File: src/rtl/video_pattern_pkg.sv
// Shared types and constants for the RGB test-pattern generator.
// Pixel words are packed {R,B,G} to match the downstream video-out stage.
package video_pattern_pkg;

  typedef enum logic [1:0] {
    PAT_BARS    = 2'd0,
    PAT_RAMP    = 2'd1,
    PAT_CHECKER = 2'd2,
    PAT_SOLID   = 2'd3
  } pattern_e;

  typedef enum logic {
    ST_IDLE   = 1'b0,
    ST_ACTIVE = 1'b1
  } state_e;

  localparam int unsigned BAR_COUNT    = 8;
  localparam int unsigned CHECKER_LOG2 = 5;

  localparam logic [23:0] BAR_WHITE   = 24'hFF_FF_FF;
  localparam logic [23:0] BAR_YELLOW  = 24'hFF_00_FF;
  localparam logic [23:0] BAR_CYAN    = 24'h00_FF_FF;
  localparam logic [23:0] BAR_GREEN   = 24'h00_00_FF;
  localparam logic [23:0] BAR_MAGENTA = 24'hFF_FF_00;
  localparam logic [23:0] BAR_RED     = 24'hFF_00_00;
  localparam logic [23:0] BAR_BLUE    = 24'h00_FF_00;
  localparam logic [23:0] BAR_BLACK   = 24'h00_00_00;

  function automatic logic [23:0] bar_color(input logic [2:0] idx);
    logic [23:0] c;
    unique case (idx)
      3'd0: c = BAR_WHITE;
      3'd1: c = BAR_YELLOW;
      3'd2: c = BAR_CYAN;
      3'd3: c = BAR_GREEN;
      3'd4: c = BAR_MAGENTA;
      3'd5: c = BAR_RED;
      3'd6: c = BAR_BLUE;
      default: c = BAR_BLACK;
    endcase
    return c;
  endfunction

endpackage

File: src/rtl/video_pattern_color.sv
// Combinational pixel colour for a given pattern and position.
// Only the bits each pattern actually needs are brought in (x[7:0], y bit 5).
module video_pattern_color
  import video_pattern_pkg::*;
(
  input  pattern_e    pattern,
  input  logic [7:0]  x_lo,
  input  logic        y_tile,
  input  logic [2:0]  bar_idx,
  input  logic [7:0]  frame_base,
  input  logic [23:0] solid,
  output logic [23:0] pixel
);

  logic [7:0] ramp;

  always_comb begin
    ramp  = x_lo + frame_base;
    pixel = '0;
    unique case (pattern)
      PAT_BARS:    pixel = bar_color(bar_idx);
      PAT_RAMP:    pixel = {ramp, ramp, ramp};
      PAT_CHECKER: pixel = (x_lo[CHECKER_LOG2] ^ y_tile) ? '1 : '0;
      PAT_SOLID:   pixel = solid;
      default:     pixel = '0;
    endcase
  end

endmodule

File: src/rtl/video_pattern_gen.sv
// AXI4-Stream RGB test-pattern source: one pixel per beat, tuser marks
// start of frame, tlast marks end of line. Config is latched per frame.
module video_pattern_gen
  import video_pattern_pkg::*;
#(
  parameter int unsigned H_ACTIVE = 1280,
  parameter int unsigned V_ACTIVE = 720
) (
  input  logic        clk,
  input  logic        rst,
  input  logic        enable,
  input  logic [1:0]  pattern_sel,
  input  logic [23:0] solid_color,
  output logic [23:0] m_axis_tdata,
  output logic        m_axis_tvalid,
  input  logic        m_axis_tready,
  output logic        m_axis_tuser,
  output logic        m_axis_tlast,
  output logic        busy,
  output logic [7:0]  frame_cnt
);

  localparam int unsigned XW    = $clog2(H_ACTIVE);
  localparam int unsigned YW    = (V_ACTIVE > 1) ? $clog2(V_ACTIVE) : 1;
  localparam int unsigned BAR_W = H_ACTIVE / BAR_COUNT;
  localparam int unsigned BW    = (BAR_W > 1) ? $clog2(BAR_W) : 1;

  state_e      state;
  logic [XW-1:0] x, nx;
  logic [YW-1:0] y, ny;
  logic [2:0]    bar_idx, nbar;
  logic [BW-1:0] bar_cnt, nbar_cnt;
  pattern_e      cfg_pat, npat;
  logic [23:0]   cfg_solid, nsolid;
  logic [7:0]    frame_base, nbase;

  logic handshake, x_last, y_last, frame_done;
  logic relatch, advance, prime, load;
  logic [7:0]  x_lo;
  logic        y_tile;
  logic [23:0] pixel;

  // Next-position and next-config mux; the colour block always sees the
  // coordinates that will be registered, so the pixel lands with them.
  always_comb begin
    handshake  = m_axis_tvalid & m_axis_tready;
    x_last     = (x == XW'(H_ACTIVE - 1));
    y_last     = (y == YW'(V_ACTIVE - 1));
    frame_done = handshake & x_last & y_last;
    relatch    = frame_done & enable;
    advance    = handshake & ~frame_done;
    prime      = (state == ST_ACTIVE) & ~m_axis_tvalid;
    load       = relatch | advance | prime;

    nx       = x;
    ny       = y;
    nbar     = bar_idx;
    nbar_cnt = bar_cnt;
    npat     = cfg_pat;
    nsolid   = cfg_solid;
    nbase    = frame_base;

    if (relatch) begin
      nx       = '0;
      ny       = '0;
      nbar     = '0;
      nbar_cnt = '0;
      npat     = pattern_e'(pattern_sel);
      nsolid   = solid_color;
      nbase    = frame_cnt + 8'd1;
    end else if (advance) begin
      if (x_last) begin
        nx       = '0;
        ny       = y + YW'(1);
        nbar     = '0;
        nbar_cnt = '0;
      end else begin
        nx = x + XW'(1);
        if (bar_cnt == BW'(BAR_W - 1)) begin
          nbar_cnt = '0;
          nbar     = bar_idx + 3'd1;
        end else begin
          nbar_cnt = bar_cnt + BW'(1);
        end
      end
    end
  end

  assign x_lo = 8'(nx);

  if (YW > CHECKER_LOG2) begin : g_ytile
    assign y_tile = ny[CHECKER_LOG2];
  end else begin : g_ytile_zero
    assign y_tile = 1'b0;
  end

  video_pattern_color u_color (
    .pattern    (npat),
    .x_lo       (x_lo),
    .y_tile     (y_tile),
    .bar_idx    (nbar),
    .frame_base (nbase),
    .solid      (nsolid),
    .pixel      (pixel)
  );

  always_ff @(posedge clk or posedge rst) begin
    if (rst) begin
      state         <= ST_IDLE;
      x             <= '0;
      y             <= '0;
      bar_idx       <= '0;
      bar_cnt       <= '0;
      cfg_pat       <= PAT_BARS;
      cfg_solid     <= '0;
      frame_base    <= '0;
      frame_cnt     <= '0;
      m_axis_tdata  <= '0;
      m_axis_tvalid <= 1'b0;
      m_axis_tuser  <= 1'b0;
      m_axis_tlast  <= 1'b0;
    end else begin
      if (frame_done) frame_cnt <= frame_cnt + 8'd1;
      unique case (state)
        ST_IDLE: begin
          if (enable) begin
            state      <= ST_ACTIVE;
            x          <= '0;
            y          <= '0;
            bar_idx    <= '0;
            bar_cnt    <= '0;
            cfg_pat    <= pattern_e'(pattern_sel);
            cfg_solid  <= solid_color;
            frame_base <= frame_cnt;
          end
        end
        ST_ACTIVE: begin
          if (load) begin
            x             <= nx;
            y             <= ny;
            bar_idx       <= nbar;
            bar_cnt       <= nbar_cnt;
            cfg_pat       <= npat;
            cfg_solid     <= nsolid;
            frame_base    <= nbase;
            m_axis_tdata  <= pixel;
            m_axis_tvalid <= 1'b1;
            m_axis_tuser  <= (nx == '0) && (ny == '0);
            m_axis_tlast  <= (nx == XW'(H_ACTIVE - 1));
          end else if (frame_done) begin
            state         <= ST_IDLE;
            m_axis_tvalid <= 1'b0;
            m_axis_tuser  <= 1'b0;
            m_axis_tlast  <= 1'b0;
          end
        end
        default: state <= ST_IDLE;
      endcase
    end
  end

  assign busy = (state == ST_ACTIVE);

endmodule

File: config.mk
export PLATFORM = sky130hd
export DESIGN_NAME = video_pattern_gen
export DESIGN_NICKNAME = d
export VERILOG_FILES = /design/src/rtl/video_pattern_pkg.sv /design/src/rtl/video_pattern_color.sv /design/src/rtl/video_pattern_gen.sv
export SDC_FILE = /design/constraint.sdc
export NUM_CORES = 1
export LEC_CHECK = 0
export ABC_AREA = 0
export CORE_UTILIZATION = 25
export DETAILED_ROUTE_END_ITERATION = 6
export GPL_ROUTABILITY_DRIVEN = 0
export GPL_TIMING_DRIVEN = 1
export PLACE_DENSITY = 0.49
export REMOVE_ABC_BUFFERS = 1
export SLEW_MARGIN = 20
export SYNTH_ARGS = -nofsm -noshare
export SYNTH_HDL_FRONTEND = slang
export SYNTH_SLANG_ARGS = --single-unit
File: constraint.sdc
create_clock -name clk -period 3.65 [get_ports clk]
set_input_delay 0.5475 -clock clk [delete_from_list [all_inputs] [get_ports clk]]
set_output_delay 0.5475 -clock clk [all_outputs]
set_load 0.05 [all_outputs]
# Yosys cells after proc, flatten, opt, wreduce, memory -nomap -nowiden
# Cells that the tools add are included.
# W data, S select, Z words.
op_classes:
  add_sub_neg: 6
  n_eq_ne: 16
  n_mux: 49
  n_bitwise: 12
  reduce_logical: 10
ops:
  columns: ["cell", "count"]
  rows:
  - ["$pmux W24 S7", 1]
  - ["$mux W24", 4]
  - ["$pmux W24 S4", 1]
  - ["$mux W8", 9]
  - ["$mux W11", 5]
  - ["$mux W10", 5]
  - ["$pmux W24 S2", 1]
  - ["$pmux W8 S2", 2]
  - ["$eq A11 B11 Y1 const B", 2]
  - ["$pmux W11 S2", 1]
  - ["$pmux W10 S2", 1]
  - ["$mux W3", 6]
  - ["$add A8 B1 Y8 const B", 2]
  - ["$add A11 B1 Y11 const B", 1]
  - ["$logic_not A11 Y1", 1]
  - ["$add A10 B1 Y10 const B", 1]
  - ["$eq A10 B10 Y1 const B", 1]
  - ["$logic_not A10 Y1", 1]
  - ["$eq A3 B3 Y1 const B", 3]
  - ["$add A8 B8 Y8", 1]
  - ["$eq A8 B8 Y1 const B", 1]
  - ["$mux W1", 7]
  - ["$and A1 B1 Y1", 6]
  - ["$eq A3 B2 Y1 const B", 2]
  - ["20 further kinds", 28]
word_totals:
  register_bits: 102
  out_inout_bits: 36
  elab_cells: 106

# Logic depth before layout (Yosys ltp)
# Gate-level depths: netlist of run 1.
logic_depth:
  depth_word: 10
  depth_mapped: 16
  ltp_nobuf: 15

# Hierarchy
# From an unflattened synthesis of run 1, not the netlist that was laid out.
unflattened:
  cells_unflattened: 742
  area_unflattened_um2: 6252.2
modules_own_cells:
  columns: ["mod", "instances", "cells_each", "area_per_inst_um2", "seq_area_each_um2"]
  rows:
  - ["video_pattern_gen", 1, 628, 5500.3, 2552.4]
  - ["video_pattern_color", 1, 114, 752.0, 0.0]

# Worst setup path before layout of run 1
# Ideal clock, no wire load.
synth_path:
  kind: "flip-flop to flip-flop"
  from: "reg m_axis_tvalid"
  to: "reg m_axis_tdata[15]"
  setup_time_ps: 128
  arrival_time_ps: 3899
  t_required_ps: 3522
  setup_slack_ps: -378
  path_stages_with_launch: 16
  path_buffers: 2
  path_cell_list: "dfrtp_1 > clkbuf_1 > and3_1 > nand4_1 > nor2_8 > buf_1 > nand2_1 > nand2_1 > ha_1 > a21o_1 > a21o_1 > a311o_1 > a211oi_1 > nor3_1 > mux2i_1 > nand2_1"
synth_via:
  elab_chain_cells: 10
synth_lines:
  columns: ["item", "line_no", "text"]
  rows:
  - ["from (decl)", "video_pattern_gen.sv:15", "output logic m_axis_tvalid,"]
  - ["from (signal assigned)", "video_pattern_gen.sv:119", "m_axis_tvalid <= 1'b0;"]
  - ["from (signal assigned)", "video_pattern_gen.sv:147", "m_axis_tvalid <= 1'b1;"]
  - ["from (signal assigned)", "video_pattern_gen.sv:152", "m_axis_tvalid <= 1'b0;"]
  - ["branches (longest 10 deep; another with $add A8 B8 Y8)", null, null]
  - ["to (signal assigned)", "video_pattern_gen.sv:146", "m_axis_tdata <= pixel;"]
  - ["to (decl)", "video_pattern_gen.sv:14", "output logic [23:0] m_axis_tdata,"]
# Several ways; the timed one is not identified.
# A chain may end at the register's enable or synchronous reset.

# Worst setup path after layout of run 1
layout_path:
  from: "reg y[4]"
  to: "reg m_axis_tdata[15]"
layout_via:
  elab_chain_cells: 9
layout_lines:
  columns: ["item", "line_no", "text"]
  rows:
  - ["from (decl)", "video_pattern_gen.sv:30", "logic [YW-1:0] y, ny;"]
  - ["from (signal assigned)", "video_pattern_gen.sv:140", "y <= ny;"]
  - ["branches (longest 9 deep; another with $add A8 B8 Y8)", null, null]
# Several ways; the timed one is not identified.

==> out/metrics.cfg, run 1 <==
[run_status]
outcome = finished, final reports clean

[sta]
slew_headroom = 0.4277
setup_viol = 0
worst_pin_slew_ns = 0.8528
skew_ns = 0.01657
finalHoldViolCount = 0
fmax_mhz = 287.0
grt_setup_unrepaired = false
fin_crit_ns = 3.484
drv_slew = 0
finalCritPeriodShare = 0.9545
hold_ws_ns = 0.4930

[logic_synthesis]
synthTopCellsByCount = dfrtp_1, nand2_1, o21ai_0
synth_top_family_by_area = simple AND/OR/NAND/NOR gates
synth_compound_area_frac = 0.2019
synth_flop_cell = dfrtp_1
synth_edf_count = 0
ys_warn_count = 0
syn_area_per_cell_sq_um = 9.118
yosys.cell_types.count = 72
synthSimpleGateAreaFrac = 0.2053
synth_fa_ha_area_frac = 0.02749
synth_area_leaders = dfrtp_1, nand2_1, o21ai_0, mux2_2, a21oi_1
ys_seq_area_frac = 0.4123
synth_area_sq_um = 6191
yosysTopAreaCell = dfrtp_1
yosys.area.top_type_share = 0.4123
ys_ff_latch = 102
syn_inst = 679
synthArstFlopShare = 1.000
yosysMostFrequentCell = dfrtp_1
synthXorXnorAreaFrac = 0.03537
muxShareOfSynthArea = 0.08610

[floorplanning]
coreArea_sq_um = 24320
die_x_microns = 159.4
die_h_microns = 159.4
io_pins = 66
dieArea_sq_um = 25400
start_util = 0.2546
std_cell_rows = 57

[setup_path]
ff2ff_path_depth = 14
r2r_start = y[4]
arrival_ns = 3.74
crit_fanout = 6
required_ns = 3.90
cp-start-kind = flop
crit_type = flop to flop
critPathCaptureType = flop
reg2reg_to = m_axis_tdata[15]
r2r_slack_ns = 0.17

[route]
drt_wl_total_microns = 20410
drt-initial-drc-count = 420
vias = 5803
firstDrtPassIters = 5
wl_per_cell_microns = 17.67
route.detailed.drc = 0
avgViaCountPerCell = 5.024
antenna_left = 0

[clock_network]
cts_made_buffers = 9
clock-sinks = 102
cts_root_buf = clkbuf_16
cts.clk_slew.worst_paths_ns = 0.09
clk_latency_ns = 0.37
cts_tree = done
h-tree-depth = 3
clock_path_buffers = 2

[worst_hold_path]
hold_depth = 2
hold_path.startpoint = frame_base[3]
hold_path.class = flop to flop
holdPathEnd = frame_base[3]

[power_and_ir_drop]
pwr-share-comb = 0.317
power_leakage_uw = 0.003514
powerDensity_nw_per_um2 = 421.2
peakVddDrop_mv = 0.2085
power.total_uw = 3511
clock_power_share = 0.300
switchingPower_uw = 1304
power_switching_share = 0.3714
intPower_uw = 2207
seq_power_share = 0.384

[grt]
antenna_found_initial = 0
grt_remaining_overflow = 0
grt_start_max_net_pins = 47
grt_pass1_vias = 5782
grt_pass1_wl_microns = 32860
grt_usage = 0.1645

[cells_and_area]
fillerInstances = 2498
final_cell_area_sq_um = 8335
utilization = 0.3427
drive_gt1_frac = 0.2226
n_antenna_cell = 0
areaGrowthSynthToFinish_pct = 34.64
nets = 869

[place]
hpwl_microns = 15220
port_buffers = 65
post_dp_cell_area_sq_um = 7916

[flow_run]
cap_violations = 0

-- worst max-delay path, stage by stage (launching register included) --
cell	delay, ns
dfrtp_1	0.40
nand4bb_4	0.27
or4_4	0.60
o21ai_4	0.21
a32oi_2	0.15
inv_2	0.11
ha_1	0.23
a21o_1	0.17
a21o_1	0.19
a311o_1	0.39
a211oi_2	0.23
buf_4	0.16
nor3_1	0.05
mux2i_1	0.14
nand2_1	0.06
-- power groups by stage --
stage / registers [uW] / clock network (uW) / logic (uW)
floorplan: 1550 / 0 / 400
global placement: 1370 / 0 / 1090
detailed placement: 1370 / 0 / 1100
CTS: 1350 / 1080 / 1100
global route: 1370 / 1120 / 1200
finish: 1350 / 1050 / 1110
-- cell type report --
class	instances	area (sq um)	share of cell area
sequential	102	2552	0.3062
inverter	14	55.05	0.006605
clock buffer	9	225.2	0.02702
clock inverter	7	93.84	0.01126
timing repair buffer	171	1474	0.1768
multi-input combinational	528	3530	0.4234
tap	324	405.4	0.04863
-- layer usage --
metal,GRT usage,share of wire,up-vias
met5,0,0,-
met3,0.02449,0.039,28
li1,-,-,2807
met1,0.2247,0.47,2810
met4,0.05157,0.017,0
met2,0.2669,0.47,158
-- metrics by stage --
| stage | TNS [ns] | std cells | setup slack (ns) |
|---|---|---|---|
| final | 0 | 1155 | 0.1659 |
| after global routing | 0 | 1155 | 0.002306 |
| after CTS | 0 | 1148 | 0.006597 |
| after detailed placement | -2.772 | 1132 | -0.3198 |
| after global placement | -2.500 | 1132 | -0.3035 |
| after floorplan | -7.864 | 644 | -0.4607 |
-- sequential cells by signal, indices dropped and copies added (netlist names) --
signal	flops
bar_cnt	8
bar_idx	3
busy	1
cfg_pat	2
cfg_solid	24
frame_base	8
frame_cnt	8
m_axis_tdata	24
m_axis_tlast	1
m_axis_tuser	1
m_axis_tvalid	1
x	11
y	10
-- worst max-delay path by stage --
| stage | start | to | slack, ns | depth (start not counted) |
|---|---|---|---|---|
| 4_1_cts | y[5] | m_axis_tdata[15] | 0.007 | 15 |
| 6_report | y[4] | m_axis_tdata[15] | 0.17 | 14 |
| 3_3_place_gp | m_axis_tready | m_axis_tdata[22] | -0.30 | 18 |
| 2_1_floorplan | busy | m_axis_tdata[2] | -0.46 | 6 |
| 5_1_grt | y[4] | m_axis_tdata[6] | 0.002 | 18 |
| 3_5_place_dp | m_axis_tready | m_axis_tdata[22] | -0.32 | 18 |
-- cell usage in the layout, fill, tap and decap left out, types with 7 or more instances in the layout --
cell type and instances:
buf_4 104, dfrtp_1 102, nand2_1 90, o21ai_0 64
clkdlybuf4s50_1 64, a21oi_1 53, nor2_1 47, mux2_2 28
nand3_1 18, mux2i_1 18, xnor2_1 15, nand4_1 14
ha_1 12, inv_1 11, xor2_1 9, clkbuf_16 9
nor3_1 8, o31ai_1 8, nand2b_1 7, and3_1 7
and2_1 7
-- logic make-up (layout without fill, tap and decap cells) --
kind of cell	Yosys count	in the layout
multiplexers	49	49
AND/OR/NAND/NOR	241	241
adder cells (fa/ha/maj)	13	13
XOR/XNOR	25	25
AO/OA/AOI/OAI	200	200
buffers and inverters	49	201
flip-flops	102	102
-- repair_timing --
action,in CTS,in global routing
endpoints found under the setup margin,8,12
resized for setup,3,13
gates cloned,0,0
buffers inserted,0,7
pin swaps,0,9
hold buffers,0,0
(Power assumes the default switching activity.)
==> inputs of run 2 (changes only) <==
- CELL_PAD_IN_SITES_DETAIL_PLACEMENT: not set -> 1
- CELL_PAD_IN_SITES_GLOBAL_PLACEMENT: not set -> 1
- PLACE_DENSITY: 0.49 -> 0.59
==> run 2 against run 1 <==
Against the previous run:
- worst setup slack worse by 0.058 ns
- combinational power about the same
- cell area down 1.2%
- largest power group unchanged
- sequential share of layout area up 0.39 points
- critical endpoint unchanged
- critical path type unchanged
- wire length up 3.8%
- utilization down 0.43 points
- critical path depth up 1
==> out/metrics.cfg, run 2 (synthesis results as in run 1) <==
[place]
port_buffers = 65  ; unchanged
hpwl_microns = 15960  ; +4.8%

[flow_run]
cap_violations = 0  ; unchanged

[route]
drt_wl_total_microns = 21190  ; +3.8%
vias = 5765  ; -0.65%
route.detailed.drc = 0  ; unchanged
drt-initial-drc-count = 314  ; -25%
wl_per_cell_microns = 18.54  ; +4.9%
avgViaCountPerCell = 5.044  ; +0.39%
antenna_left = 0  ; unchanged
firstDrtPassIters = 5  ; unchanged

[floorplanning]
die_h_microns = 159.4  ; unchanged
dieArea_sq_um = 25400  ; unchanged
start_util = 0.2546  ; unchanged
std_cell_rows = 57  ; unchanged
coreArea_sq_um = 24320  ; unchanged
die_x_microns = 159.4  ; unchanged
io_pins = 66  ; unchanged

[run_status]
outcome = finished, final reports clean

[clock_network]
cts_root_buf = clkbuf_16
clock_path_buffers = 2  ; unchanged
cts.clk_slew.worst_paths_ns = 0.08  ; about the same
clock-sinks = 102  ; unchanged
cts_tree = done
clk_latency_ns = 0.37  ; about the same
h-tree-depth = 3  ; unchanged
cts_made_buffers = 9  ; unchanged

[grt]
grt_pass1_wl_microns = 34400  ; +4.7%
grt_start_max_net_pins = 43  ; -8.5%
grt_pass1_vias = 5954  ; +3.0%
grt_usage = 0.1720  ; +0.007474
grt_remaining_overflow = 0  ; unchanged
antenna_found_initial = 0  ; unchanged

[setup_path]
crit_fanout = 6  ; unchanged
cp-start-kind = flop
max_stage_delay_ns = 0.55  ; -0.05 ns
arrival_ns = 3.79  ; +0.05 ns
critPathBufInv = 2  ; unchanged
crit_chain = nand4bb_4 -> or4_4 -> buf_4 -> nor2_8 -> nand2_1 -> nand2_2 -> ha_1 -> a21o_1 -> a21o_1 -> a311o_1 -> a211oi_2 -> buf_4 -> nor3_1 -> mux2i_1 -> nand2_1
required_ns = 3.90  ; about the same
path_delay_family = simple AND/OR/NAND/NOR gates
cpMaxStageDelayCell = or4_4
critPathCaptureType = flop
crit_type = flop to flop

[sta]
hold_ws_ns = 0.4956  ; +0.002561 ns
finalHoldViolCount = 0  ; unchanged
setup_viol = 0  ; unchanged
fin_crit_ns = 3.542  ; +0.05771 ns
finalCritPeriodShare = 0.9703  ; +0.01581
drv_slew = 0  ; unchanged
slew_headroom = 0.4096  ; -0.01805
worst_pin_slew_ns = 0.8633  ; +0.01048 ns
skew_ns = 0.01675  ; +0.0001782 ns
grt_setup_unrepaired = true
fmax_mhz = 282.3  ; -1.6%

[cells_and_area]
seqCellArea_sq_um = 2552  ; unchanged
n_antenna_cell = 0  ; unchanged
top_regs = cfg_solid (24), m_axis_tdata (24), x (11)
nets = 857  ; -1.4%
multiInputGateArea_sq_um = 3532  ; about the same
mostFrequentLayoutCells = dfrtp_1, buf_4, nand2_1
areaGrowthSynthToFinish_pct = 32.96
drive_gt1_frac = 0.2149  ; -0.007727
layout_commonest_cell = dfrtp_1
fillerInstances = 2817  ; +13%
utilization = 0.3385  ; -0.004270

[power_and_ir_drop]
peakVddDrop_mv = 0.2309  ; +11%
power.total_uw = 3485  ; -0.74%
powerDensity_nw_per_um2 = 423.3  ; +0.51%
power_leakage_uw = 0.003444  ; -2.0%

[worst_hold_path]
hold_path.class = flop to flop

==> run 2: cell types whose count changed in the layout (fill, tap and decap cells not counted), sizes merged <==
cell and change:
buf -12, clkinv +1, inv -1
==> run 2: stage by stage <==
step,setup TNS (ns),area [sq um],instances,setup slack (ns)
5_1_grt,-0.06400,8232,1143,-0.03639
4_1_cts,0,8163,1140,0.0001004
3_5_place_dp,-3.982,7844,1124,-0.4235
3_3_place_gp,-3.770,7844,1124,-0.4064
2_1_floorplan,-7.864,6048,644,-0.4607
6_report,0,8232,1143,0.1082
==> run 2: final timing paths <==
kind | start | endpoint | slack (ns) | depth (start not counted)
worst max-delay path | y[4] | m_axis_tdata[15] | 0.11 | 15
worst min-delay path | frame_base[0] | frame_base[0] | 0.50 | 2
worst max register to register | y[4] | m_axis_tdata[15] | 0.11 | 15
worst min register to register | frame_base[0] | frame_base[0] | 0.50 | 2
max in group asynchronous | rst | busy | 2.34 | 3
min in group asynchronous | rst | m_axis_tdata[3] | 0.58 | 2
==> run 2: area by class of cell <==
cell class | count | area share
clock inverter | 7 | 0.01049
multi-input combinational | 528 | 0.4291
tap | 324 | 0.04925
inverter | 14 | 0.006688
timing repair buffer | 159 | 0.1670
sequential | 102 | 0.3101
clock buffer | 9 | 0.02736
==> run 2: layer usage <==
layer / vias up / wire [microns] / part of all wire / global-route usage
li1: 2766 / - / - / -
met1: 2880 / 10140 / 0.48 / 0.2326
met2: 99 / 10240 / 0.48 / 0.2883
met3: 20 / 523 / 0.025 / 0.02449
met4: 0 / 286 / 0.013 / 0.04152
met5: - / 0 / 0 / 0
==> run 2: worst min-delay path, cell delays in order (launching register included) <==
cell,delay (ns)
dfrtp_1,0.36
nand2_1,0.05
o31ai_1,0.06
==> run 2: what timing repair did <==
item | in CTS | in global routing
hold buffers | 0 | 0
pin swaps | 0 | 4
hold endpoints to repair | 0 | 0
setup buffers | 0 | 3
resized for setup | 2 | 16
setup endpoints to repair | 4 | 12
==> run 2: power breakdown <==
group,switching (uW),leakage [uW],internal [uW]
Clock,539,0.000151,493
Combinational,654,0.00200,452
Sequential,97.1,0.00129,1250
